## config.mk

```make
export PLATFORM = sky130hd
export DESIGN_NAME = input_conditioner
export DESIGN_NICKNAME = d
export VERILOG_FILES = /design/src/rtl/input_conditioner.sv
export SDC_FILE = /design/constraint.sdc
export NUM_CORES = 1
export LEC_CHECK = 0
export CORE_MARGIN = 1.5
export CORE_UTILIZATION = 55
export DETAILED_ROUTE_END_ITERATION = 6
export GPL_TIMING_DRIVEN = 0
export PLACE_DENSITY_LB_ADDON = 0.3
export REMOVE_ABC_BUFFERS = 1
export SLEW_MARGIN = 5
export SYNTH_ARGS = -nofsm -noshare
export SYNTH_HDL_FRONTEND = slang
export SYNTH_SLANG_ARGS = --single-unit
```

## constraint.sdc

```tcl
create_clock -name clock -period 2.05 [get_ports clock]
set_clock_uncertainty 0.1 [all_clocks]
set_input_delay 0.3075 -clock clock [delete_from_list [all_inputs] [get_ports clock]]
set_output_delay 0.3075 -clock clock [all_outputs]
set_load 0.01 [all_outputs]
```

## src/rtl/input_conditioner.sv

```systemverilog
// Bicycle computer input conditioner: debounces the mode button into short/long
// presses and turns the reed switch into one pulse per revolution. Macro REED_STALL_EN adds the stall flag.
module input_conditioner #(
  parameter int unsigned DEBOUNCE_CYCLES     = 20,
  parameter int unsigned LONG_PRESS_CYCLES   = 2000,
  parameter int unsigned REED_HOLDOFF_CYCLES = 50,
  parameter int unsigned STALL_CYCLES        = 4000
) (
  input  logic clock,
  input  logic reset,
  input  logic mode_raw,
  input  logic reed_raw,
  output logic mode_short,
  output logic mode_long,
  output logic mode_level,
  output logic reed_pulse,
  output logic reed_stalled
);

  localparam int unsigned DB_W   = $clog2(DEBOUNCE_CYCLES + 1);
  localparam int unsigned HOLD_W = $clog2(LONG_PRESS_CYCLES + 1);
  localparam int unsigned RH_W   = $clog2(REED_HOLDOFF_CYCLES + 1);

  localparam logic [DB_W-1:0]   DB_LAST   = DB_W'(DEBOUNCE_CYCLES - 1);
  localparam logic [HOLD_W-1:0] HOLD_LAST = HOLD_W'(LONG_PRESS_CYCLES - 1);
  localparam logic [HOLD_W-1:0] HOLD_MAX  = HOLD_W'(LONG_PRESS_CYCLES);
  localparam logic [RH_W-1:0]   RH_LOAD   = RH_W'(REED_HOLDOFF_CYCLES);

  localparam logic [2:0] WAIT_RELEASE = 3'd0;
  localparam logic [2:0] IDLE         = 3'd1;
  localparam logic [2:0] PRESS_DB     = 3'd2;
  localparam logic [2:0] HELD         = 3'd3;
  localparam logic [2:0] LONG_HELD    = 3'd4;
  localparam logic [2:0] RELEASE_DB   = 3'd5;

  logic              mode_s1, mode_s;
  logic              reed_s1, reed_s, reed_prev;
  logic [1:0]        prime_cnt;
  logic              sync_ready;

  logic [2:0]        state, state_nxt;
  logic [DB_W-1:0]   db_cnt, db_cnt_nxt;
  logic [HOLD_W-1:0] hold_cnt, hold_cnt_nxt;
  logic              short_tag, short_tag_nxt;
  logic              mode_short_nxt, mode_long_nxt, mode_level_nxt;

  logic [RH_W-1:0]   holdoff;
  logic              reed_accept;

  // Two-flop synchronisers; prime_cnt marks when the second stage holds a real sample.
  always_ff @(posedge clock) begin
    if (!reset) begin
      mode_s1   <= 1'b0;
      mode_s    <= 1'b0;
      reed_s1   <= 1'b0;
      reed_s    <= 1'b0;
      reed_prev <= 1'b0;
      prime_cnt <= 2'd0;
    end else begin
      mode_s1   <= mode_raw;
      mode_s    <= mode_s1;
      reed_s1   <= reed_raw;
      reed_s    <= reed_s1;
      reed_prev <= reed_s;
      if (prime_cnt != 2'd2) prime_cnt <= prime_cnt + 2'd1;
    end
  end

  // Without this, the reset-zeroed synchroniser would look like a release of a held button.
  assign sync_ready = (prime_cnt == 2'd2);

  // Button state register and registered outputs.
  always_ff @(posedge clock) begin
    if (!reset) begin
      state      <= WAIT_RELEASE;
      db_cnt     <= '0;
      hold_cnt   <= '0;
      short_tag  <= 1'b0;
      mode_short <= 1'b0;
      mode_long  <= 1'b0;
      mode_level <= 1'b0;
    end else begin
      state      <= state_nxt;
      db_cnt     <= db_cnt_nxt;
      hold_cnt   <= hold_cnt_nxt;
      short_tag  <= short_tag_nxt;
      mode_short <= mode_short_nxt;
      mode_long  <= mode_long_nxt;
      mode_level <= mode_level_nxt;
    end
  end

  // Button next-state logic; the hold count survives release bounces.
  always_comb begin
    state_nxt      = state;
    db_cnt_nxt     = db_cnt;
    hold_cnt_nxt   = hold_cnt;
    short_tag_nxt  = short_tag;
    mode_short_nxt = 1'b0;
    mode_long_nxt  = 1'b0;
    mode_level_nxt = mode_level;
    case (state)
      WAIT_RELEASE: begin
        if (sync_ready && !mode_s) state_nxt = IDLE;
      end
      IDLE: begin
        if (mode_s) begin
          state_nxt  = PRESS_DB;
          db_cnt_nxt = DB_W'(1);
        end
      end
      PRESS_DB: begin
        if (!mode_s) begin
          state_nxt  = IDLE;
          db_cnt_nxt = '0;
        end else if (db_cnt >= DB_LAST) begin
          state_nxt      = HELD;
          mode_level_nxt = 1'b1;
          db_cnt_nxt     = '0;
          hold_cnt_nxt   = '0;
        end else begin
          db_cnt_nxt = db_cnt + DB_W'(1);
        end
      end
      HELD: begin
        if (!mode_s) begin
          state_nxt     = RELEASE_DB;
          db_cnt_nxt    = DB_W'(1);
          short_tag_nxt = 1'b1;
        end else if (hold_cnt >= HOLD_LAST) begin
          state_nxt     = LONG_HELD;
          mode_long_nxt = 1'b1;
          hold_cnt_nxt  = HOLD_MAX;
        end else begin
          hold_cnt_nxt = hold_cnt + HOLD_W'(1);
        end
      end
      LONG_HELD: begin
        if (!mode_s) begin
          state_nxt     = RELEASE_DB;
          db_cnt_nxt    = DB_W'(1);
          short_tag_nxt = 1'b0;
        end
      end
      RELEASE_DB: begin
        if (mode_s) begin
          state_nxt  = short_tag ? HELD : LONG_HELD;
          db_cnt_nxt = '0;
        end else if (db_cnt >= DB_LAST) begin
          state_nxt      = IDLE;
          mode_level_nxt = 1'b0;
          mode_short_nxt = short_tag;
          db_cnt_nxt     = '0;
        end else begin
          db_cnt_nxt = db_cnt + DB_W'(1);
        end
      end
      default: begin
        state_nxt = WAIT_RELEASE;
      end
    endcase
  end

  // Reed edge is accepted only when the hold-off window has fully expired.
  assign reed_accept = reed_s && !reed_prev && (holdoff == '0);

  always_ff @(posedge clock) begin
    if (!reset) begin
      reed_pulse <= 1'b0;
      holdoff    <= '0;
    end else begin
      reed_pulse <= reed_accept;
      if (reed_accept) begin
        holdoff <= RH_LOAD;
      end else if (holdoff != '0) begin
        holdoff <= holdoff - RH_W'(1);
      end
    end
  end

`ifdef REED_STALL_EN
  localparam int unsigned STALL_W = $clog2(STALL_CYCLES + 1);
  localparam logic [STALL_W-1:0] STALL_MAX = STALL_W'(STALL_CYCLES);

  logic [STALL_W-1:0] stall_cnt, stall_cnt_nxt;

  always_comb begin
    stall_cnt_nxt = stall_cnt;
    if (reed_accept) begin
      stall_cnt_nxt = '0;
    end else if (stall_cnt < STALL_MAX) begin
      stall_cnt_nxt = stall_cnt + STALL_W'(1);
    end
  end

  // Flag tracks the next count so it drops in the same cycle as reed_pulse.
  always_ff @(posedge clock) begin
    if (!reset) begin
      stall_cnt    <= '0;
      reed_stalled <= 1'b0;
    end else begin
      stall_cnt    <= stall_cnt_nxt;
      reed_stalled <= (stall_cnt_nxt >= STALL_MAX);
    end
  end
`else
  assign reed_stalled = 1'b0;
`endif

endmodule

```

== After elaboration in Yosys (flattened, before gate mapping) ==
Cells that the tools add are included.

* $add $sub $neg: 4
* $lt $le $gt $ge: 2
* Eq/ne operators: 20
* Multiplexer cells: 33
* Bitwise operators: 3
* Reductions and logical operators: 22

{| class="wikitable"
|+ Operator list
! kind !! number
|-
| 2-to-1 mux 11 bit || 4
|-
| 2-to-1 mux 3 bit || 10
|-
| 2-to-1 mux 5 bit || 5
|-
| inequality test 2 bit, second input constant || 11
|-
| one-hot mux 11 bit (2 select lines) || 1
|-
| one-hot mux 5 bit (4 select lines) || 1
|-
| one-hot mux 3 bit (6 select lines) || 1
|-
| 2-to-1 mux 6 bit || 2
|-
| adder 11 x 1 -> 11 bit, second input constant || 1
|-
| >= comparator 11 bit, second input constant || 1
|-
| inequality test 3 bit, second input constant || 3
|-
| AND reduction 3 bit || 3
|-
| nonzero test 2 bit || 4
|-
| 2-to-1 mux 1 bit || 7
|-
| == test 3 x 2 -> 1 bit, second input constant || 2
|-
| == test 3 bit, second input constant || 2
|-
| zero test 6 bit || 1
|-
| AND reduction 6 bit || 1
|-
| nonzero test 6 bit || 1
|-
| subtractor 6 x 1 -> 6 bit, second input constant || 1
|-
| adder 5 x 1 -> 5 bit, second input constant || 1
|-
| >= comparator 5 bit, second input constant || 1
|-
| AND reduction 5 bit || 1
|-
| one-hot mux 1 bit (2 select lines) || 2
|-
| 11 further kinds || 17
|}

* Register bits after elaboration: 37
* Input port bits: 4
* Output and inout bits: 5
* Logic and storage cells: 100

== Depth between registers and ports, before layout ==
Gate-level depths: netlist (run 1).

* Depth in word-level cells: 4
* Depth in mapped cells: 7

== Least setup slack after synthesis (run 1) ==
Ideal clock, no wire load.

* Kind: flip-flop to flip-flop
* Start point: reg db_cnt[0]
* End point: reg state[2]
* Library setup time: 119 ps
* Data arrival time: 1,533 ps
* Data required time: 1,831 ps
* Path slack: 298 ps
* Stages on the path, launching flop included: 7
* Path buffers: 0
* Path through: dfxtp_1 -> ha_1 -> a2111o_1 -> nand2_1 -> and3_2 -> a211oi_2 -> o221a_2

* Longest elaborated chain between the ends: 3
* Elaborated cells between the ends (all ways): 4
* Classes of those cells: 1 x order compare; 2 x eq/ne; 1 x reduce/logical

{| class="wikitable"
|+ RTL lines
! item !! RTL line !! RTL
|-
| start, declared || 42 || <nowiki>logic [DB_W-1:0] db_cnt, db_cnt_nxt;</nowiki>
|-
| start signal, assigned || 84 || <nowiki>db_cnt <= db_cnt_nxt;</nowiki>
|-
| >= comparator 5 bit * || 116, 149 ||
|-
| inequality test 3 bit (no line) || -- ||
|-
| AND reduction 6 bit (no line) * || -- ||
|-
| end signal, assigned || 83 || <nowiki>state <= state_nxt;</nowiki>
|-
| end, declared || 41 || <nowiki>logic [2:0] state, state_nxt;</nowiki>
|}

Every way passes the cells marked *; elsewhere a longest branch is shown, timed or not.
A chain may end at the register's enable or synchronous reset.

==> results of run 1 <==
[worst max-delay path, stage by stage]
cell and delay (ps):
dlygate4sd2_1 820, nand2_1 200, nor2_1 280, nand3b_1 190
o41ai_1 260
[stage by stage]
stage / worst slack (ps) / cell area [um^2]
2_1_floorplan: 287.5 / 1849
3_3_place_gp: -466.5 / 1977
3_5_place_dp: -485.8 / 1977
4_1_cts: 91.85 / 2085
5_1_grt: 5.159 / 2096
6_report: 125.0 / 2096
[what timing repair did]
action                                  4_1_cts  5_1_grt
resized for setup                             2        4
hold buffers                                  0        0
endpoints found under the setup margin        4        5
[worst min path at each step]
| stage | from | end | slack [ps] | cells past startpoint |
|---|---|---|---|---|
| finish | reed_prev$_SDFF_PN0_ | reed_pulse$_SDFF_PN0_ | 330 | 1 |
| global route | reed_prev$_SDFF_PN0_ | reed_pulse$_SDFF_PN0_ | 350 | 1 |
| CTS | reed_prev$_SDFF_PN0_ | reed_pulse$_SDFF_PN0_ | 330 | 1 |
| detailed placement | reed_prev$_SDFF_PN0_ | reed_pulse$_SDFF_PN0_ | 310 | 1 |
| global placement | reed_prev$_SDFF_PN0_ | reed_pulse$_SDFF_PN0_ | 300 | 1 |
| floorplan | reed_prev$_SDFF_PN0_ | reed_pulse$_SDFF_PN0_ | 300 | 1 |
[state kept, by name, indices dropped and copies added, names as in the netlist]
name / flops
db_cnt: 5
hold_cnt: 11
holdoff: 6
mode_level: 1
mode_long: 1
mode_s: 1
mode_s1: 1
mode_short: 1
prime_cnt: 2
reed_prev: 1
reed_pulse: 1
reed_s: 1
reed_s1: 1
short_tag: 1
state: 3
[routing by layer]
metal,up-vias,wire length [um]
met5,-,0
met4,0,27
met3,4,164
met2,38,1523
met1,715,1766
li1,820,-
[logic make-up after synthesis]
family / count (synthesis) / share of synthesized area, %
and+or+nand+nor: 98 / 27.09
AOI/OAI and AO/OA: 60 / 22.68
DFF: 37 / 39.02
adders and majority gates: 4 / 2.637
xor gates and xnor gates: 4 / 1.846
other: 1 / 0.1976
buffers and inverters: 18 / 4.153
muxes: 4 / 2.373
[power groups by stage]
| stage | registers [mW] | clock network (mW) | logic, mW |
|---|---|---|---|
| floorplan | 0.945 | 0 | 0.529 |
| global placement | 0.979 | 0 | 0.611 |
| detailed placement | 0.983 | 0 | 0.615 |
| CTS | 0.966 | 0.645 | 0.625 |
| global route | 1.00 | 0.663 | 0.706 |
| finish | 0.972 | 0.628 | 0.627 |
[layout make-up]
class / count / area (um^2)
Clock buffer: 5 / 37.54
Clock inverter: 3 / 65.06
Fill cell: 309 / 1215
Inverter: 8 / 30.03
Multi-Input combinational cell: 171 / 1094
Sequential cell: 37 / 743.2
Tap cell: 46 / 57.56
Timing Repair Buffer: 7 / 68.82
[placed cells by master (no fill, tap or decap), types with 6 or more instances in the layout]
cell | Yosys | final
nor2_1 | 22 | 22
inv_1 | 8 | 8
nand2_1 | 19 | 18
and2_1 | 12 | 12
nand3_1 | 8 | 8
nor2b_1 | 6 | 6
a21oi_1 | 11 | 11
dfxtp_1 | 37 | 35
clkdlybuf4s50_1 | 0 | 6
o21ai_0 | 13 | 13
==> metrics.md, run 1 <==
| Metric | Value |
|---|---|
| R2R Path End | `state[2]$_SDFFE_PN0P_` |
| Final WL | `3.481 mm` |
| Final hold viol count | `0` |
| Met3 Track Usage GR | `6.832%` |
| Dominant cell type by area after synthesis | `dfxtp_1` |
| Vias in the first global route | `1370` |
| Setup repair bufs after CTS | `0` |
| Ys flop type | `dfxtp_1` |
| Setup crit end kind | `flip-flop` |
| TritonCTS Buffers | `5` |
| TritonCTS Sinks | `37` |
| Setup-failing EPs final | `0` |
| H-tree depth | `2` |
| Layout area overhead | `10.42%` |
| Critical Path RT | `2200 ps` |
| Clk_lat worst skew | `350 ps` |
| Top post-synthesis cells by count | `dfxtp_1 (37), nor2_1 (22), nand2_1 (19)` |
| Met1 Use GR | `27.43%` |
| Worst R2R Start | `state[1]$_SDFFE_PN0P_` |
| Leakage dissipation | `0.7639 nW` |
| Period minus WS final | `1925 ps` |
| Clock Power Share | `28.2%` |
| GRT Total Usage | `20.65%` |
| First-pass GRT wire length | `5.885 mm` |
| Share of layout cells above drive strength 1 | `10.82%` |
| Ys async rst share | `0%` |
| Sequential share of power | `43.7%` |
| Total power draw | `2.228 mW` |
| Worst R2R Setup Slack | `140 ps` |
| Hold WS | `328.4 ps` |
| Final ANT Viol Nets | `0` |
| Pint | `1.517 mW` |
| Die height | `61.75 um` |
| DRT Pass-1 Iters | `4` |
| Max FO, Critical Path | `30` |
| N_diodes | `0` |
| Total gr overflow | `0` |
| Period utilization | `93.90%` |
| I/O Pins | `9` |
| Row cnt | `21` |
| Detailed-route wire length per cell | `12.57 um` |
| Kind of critical path | `primary input to flip-flop` |
| Most common cell in the synthesized netlist | `dfxtp_1` |
| Die ar. | `0.003812 mm^2` |
| Dpl cells | `269` |
| Max Cap Viol | `0` |
| DRT iter0 DRCs | `109` |
| DP HPWL | `2.403 mm` |
| Pin count of the biggest net entering global routing | `31` |
| Logic pwr share | `28.1%` |
| Non-filler cells, final | `277` |
| Worst Setup SP | `reset` |
| Outcome | `completed` |
| Max IR drop VDD | `608.2 uV` |
| Net Switching | `0.7103 mW` |
| Startpoint Class | `primary input` |
| Pwr/cell area | `1063 mW/mm^2` |
| Post-Syn Area per Cell | `8.399 um^2` |
| Global routing's busiest layer | `met2` |
| Die width | `61.75 um` |
| Unrepaired setup endpoints after global routing | `no` |
| Input/output buffers | `7` |
| Post-synth EDFFs | `0` |
| Number of vias per cell | `5.693` |
| Yosys top cell area share | `39.02%` |
| Hold Path Class | `flip-flop to flip-flop` |
| Post-Syn Area | `0.001898 mm^2` |
| Library cells used by synthesis | `56` |
| Worst R2R Path Depth | `4` |
| Clock slew seen by the registers of the worst setup and hold paths | `120 ps` |
| Count of final max-slew check failures | `0` |
| Setup_tns | `0 ps` |
| Synth area leaders | `dfxtp_1 (39%), nor2_1 (4.4%), and2_1 (4.0%)` |
| Vias | `1577` |
| Initial Utilization | `57.33%` |
| CTS tree | `yes` |
| Drt drc | `0` |
| Post-synthesis register bit count | `37` |
| Crit path to | `hold_cnt[5]$_SDFFE_PN0P_` |
| Worst slew pin tran | `942.7 ps` |
| F_max | `519.5 MHz` |
| Max clock buf depth | `2` |
| Synth Instances | `226` |
| Grt met2 use | `32.18%` |
| Area of the core | `0.003311 mm^2` |
| GP Congestion | `0.8842` |
| Finished Core Util | `63.30%` |
| Seq/Total Area, Yosys | `39.02%` |
| Clock root cell | `clkbuf_4` |
| Number of antenna violations at the first check in global routing | `0` |
| Layout Nets | `238` |
| Slew headroom | `37.16%` |
| YS warnings | `0` |
| Sw frac | `31.89%` |
| Critical Path AT | `2080 ps` |
Power figures use the tool's default switching activity.
==> inputs of run 2 (changes only) <==
CORE_ASPECT_RATIO = 0.7   (was unset)
==> metrics.md, run 2 (same netlist as run 1, synthesis figures left out) <==
| Metric | Value |
|---|---|
| Outcome | `completed` |
| Max FFs per register | `11` |
| Input/output buffers | `7` |
| Detailed-route wire length per cell | `12.83 um` |
| Critical Path RT | `2130 ps` |
| Sequential share of power | `46.2%` |
| Vias in the first global route | `1406` |
| First-pass GRT wire length | `6.230 mm` |
| Period utilization | `93.58%` |
| Startpoint Class | `flip-flop` |
| Period minus WS final | `1918 ps` |
| WHS Path Cells | `1` |
| DRT iter0 DRCs | `107` |
| Die ar. | `0.003818 mm^2` |
| Max Cap Viol | `0` |
| Pwr/cell area | `1014 mW/mm^2` |
| Max IR drop VDD | `802.2 uV` |
| Worst R2R Path Depth | `6` |
| Count of final max-slew check failures | `0` |
| F_max | `521.3 MHz` |
| Die height | `52.15 um` |
| Setup-failing EPs final | `0` |
| I/O Pins | `9` |
| Vias | `1580` |
| Worst slew pin tran | `512.7 ps` |
| Total gr overflow | `0` |
| Layout Nets | `238` |
| DP HPWL | `2.471 mm` |
| Slowest stage cell, crit path | `dfxtp_1` |
| Finished Core Util | `64.47%` |
| N_diodes | `0` |
| H-tree depth | `2` |
| Leakage dissipation | `0.7419 nW` |
| Final WL | `3.568 mm` |
| Net Switching | `0.7255 mW` |
| Biggest register | `hold_cnt` |
| TritonCTS Sinks | `37` |
| Hold Path Class | `flip-flop to flip-flop` |
| Number of antenna violations at the first check in global routing | `0` |
| Drt drc | `0` |
| TritonCTS Buffers | `5` |
| Critical path cell sequence | `ha_1 > a2111o_1 > a21oi_1 > o31a_2 > a211oi_2 > o221a_2` |
| Pint | `1.374 mW` |
| Hold WS | `336.3 ps` |
| Max FO, Critical Path | `7` |
| Crit path depth | `6` |
| Commonest cells after routing, fill and taps aside | `dfxtp_1 (36), nor2_1 (22), nand2_1 (18), o21ai_0 (13), and2_1 (12)` |
| Clk_lat worst skew | `290 ps` |
| Share of layout cells above drive strength 1 | `9.957%` |
| Final hold viol count | `0` |
| Worst stage delay on the critical path | `370 ps` |
| Kind of critical path | `flip-flop to flip-flop` |
| Post-CTS Hold Fix Bufs | `0` |
| Clock Power Share | `23.7%` |
| GP Congestion | `0.8596` |
| Die width | `73.22 um` |
| Setup crit end kind | `flip-flop` |
| Row cnt | `17` |
| Clock slew seen by the registers of the worst setup and hold paths | `70 ps` |
| GRT Total Usage | `21.54%` |
| Initial Utilization | `59.10%` |
| Commonest non-fill, non-tap cell in the layout | `dfxtp_1` |
| Area of the core | `0.003212 mm^2` |
| Clock root cell | `clkbuf_8` |
| Slew headroom | `65.82%` |
| Buf/Inv on CP | `0` |
| DRT Pass-1 Iters | `4` |
| Biggest regs | `hold_cnt x11, holdoff x6, db_cnt x5` |
| Pin count of the biggest net entering global routing | `31` |
| Unrepaired setup endpoints after global routing | `no` |
| Max clock buf depth | `2` |
| CTS tree | `yes` |
| Placed cell areas | `0.001978 mm^2` |
| Sw frac | `34.55%` |
| Final ANT Viol Nets | `0` |
| CP delay by family, top | `compound AO/OA/AOI/OAI gates` |
| Number of vias per cell | `5.683` |
| Critical Path AT | `2000 ps` |
| Final instance area | `0.002071 mm^2` |
| Logic pwr share | `30.1%` |
| Layout area overhead | `9.097%` |
-- run 2: metal layers --
metal	wire length [um]	track usage, %
met1	1875	30.34
met2	1479	31.52
met3	171	5.814
met4	42	7.547
met5	0	0
-- run 2: repair_timing --
action                                  in CTS  in global routing
gates cloned                                 0                  0
pin swaps                                    0                  0
buffers inserted                             0                  0
endpoints found under the setup margin       7                 15
gates resized for setup                      2                  4
-- run 2: worst paths after layout --
check             slack, ps                    from                    end
setup / recovery        130  db_cnt[0]$_SDFFE_PN0P_  state[2]$_SDFFE_PN0P_
hold / removal          340      mode_s1$_SDFF_PN0_      mode_s$_SDFF_PN0_
setup reg to reg        130  db_cnt[0]$_SDFFE_PN0P_  state[2]$_SDFFE_PN0P_
hold reg to reg         340      mode_s1$_SDFF_PN0_      mode_s$_SDFF_PN0_
-- run 2: power groups by stage --
stage | registers, mW | clock network, mW | logic, mW
floorplan | 0.945 | 0 | 0.529
global placement | 0.978 | 0 | 0.615
detailed placement | 0.984 | 0 | 0.625
CTS | 0.966 | 0.514 | 0.633
global route | 0.993 | 0.546 | 0.706
finish | 0.970 | 0.497 | 0.633
-- run 2: area by class of cell --
class / count / area [um^2]
multi-input cells: 171 / 1087
fillers: 275 / 1141
clock inverters: 2 / 15.01
repair buffers: 7 / 65.06
flip-flops and latches: 37 / 742.0
inverters: 8 / 30.03
clock buffers: 6 / 72.57
well taps: 47 / 58.81
-- run 2: per-stage QoR --
stage	total power, mW	worst slack, ps	std cells	setup TNS, ps
detailed placement	1.608	-479.2	270	-1991
finish	2.100	131.6	278	0
floorplan	1.474	287.5	216	0
global placement	1.593	-473.1	270	-1677
CTS	2.114	42.42	278	0
global route	2.245	14.28	278	0
-- run 2: worst register-to-register path: stages, from the launching register on --
cell      delay (ps)
dfxtp_1          370
ha_1             260
a2111o_1         330
a21oi_1          210
o31a_2           200
a211oi_2          50
o221a_2          290
==> inputs of run 3 (changes only) <==
TNS_END_PERCENT = 100   (was unset)
==> results of run 3 <==
Final layout, timing and power as in run 2 (identical DEF).
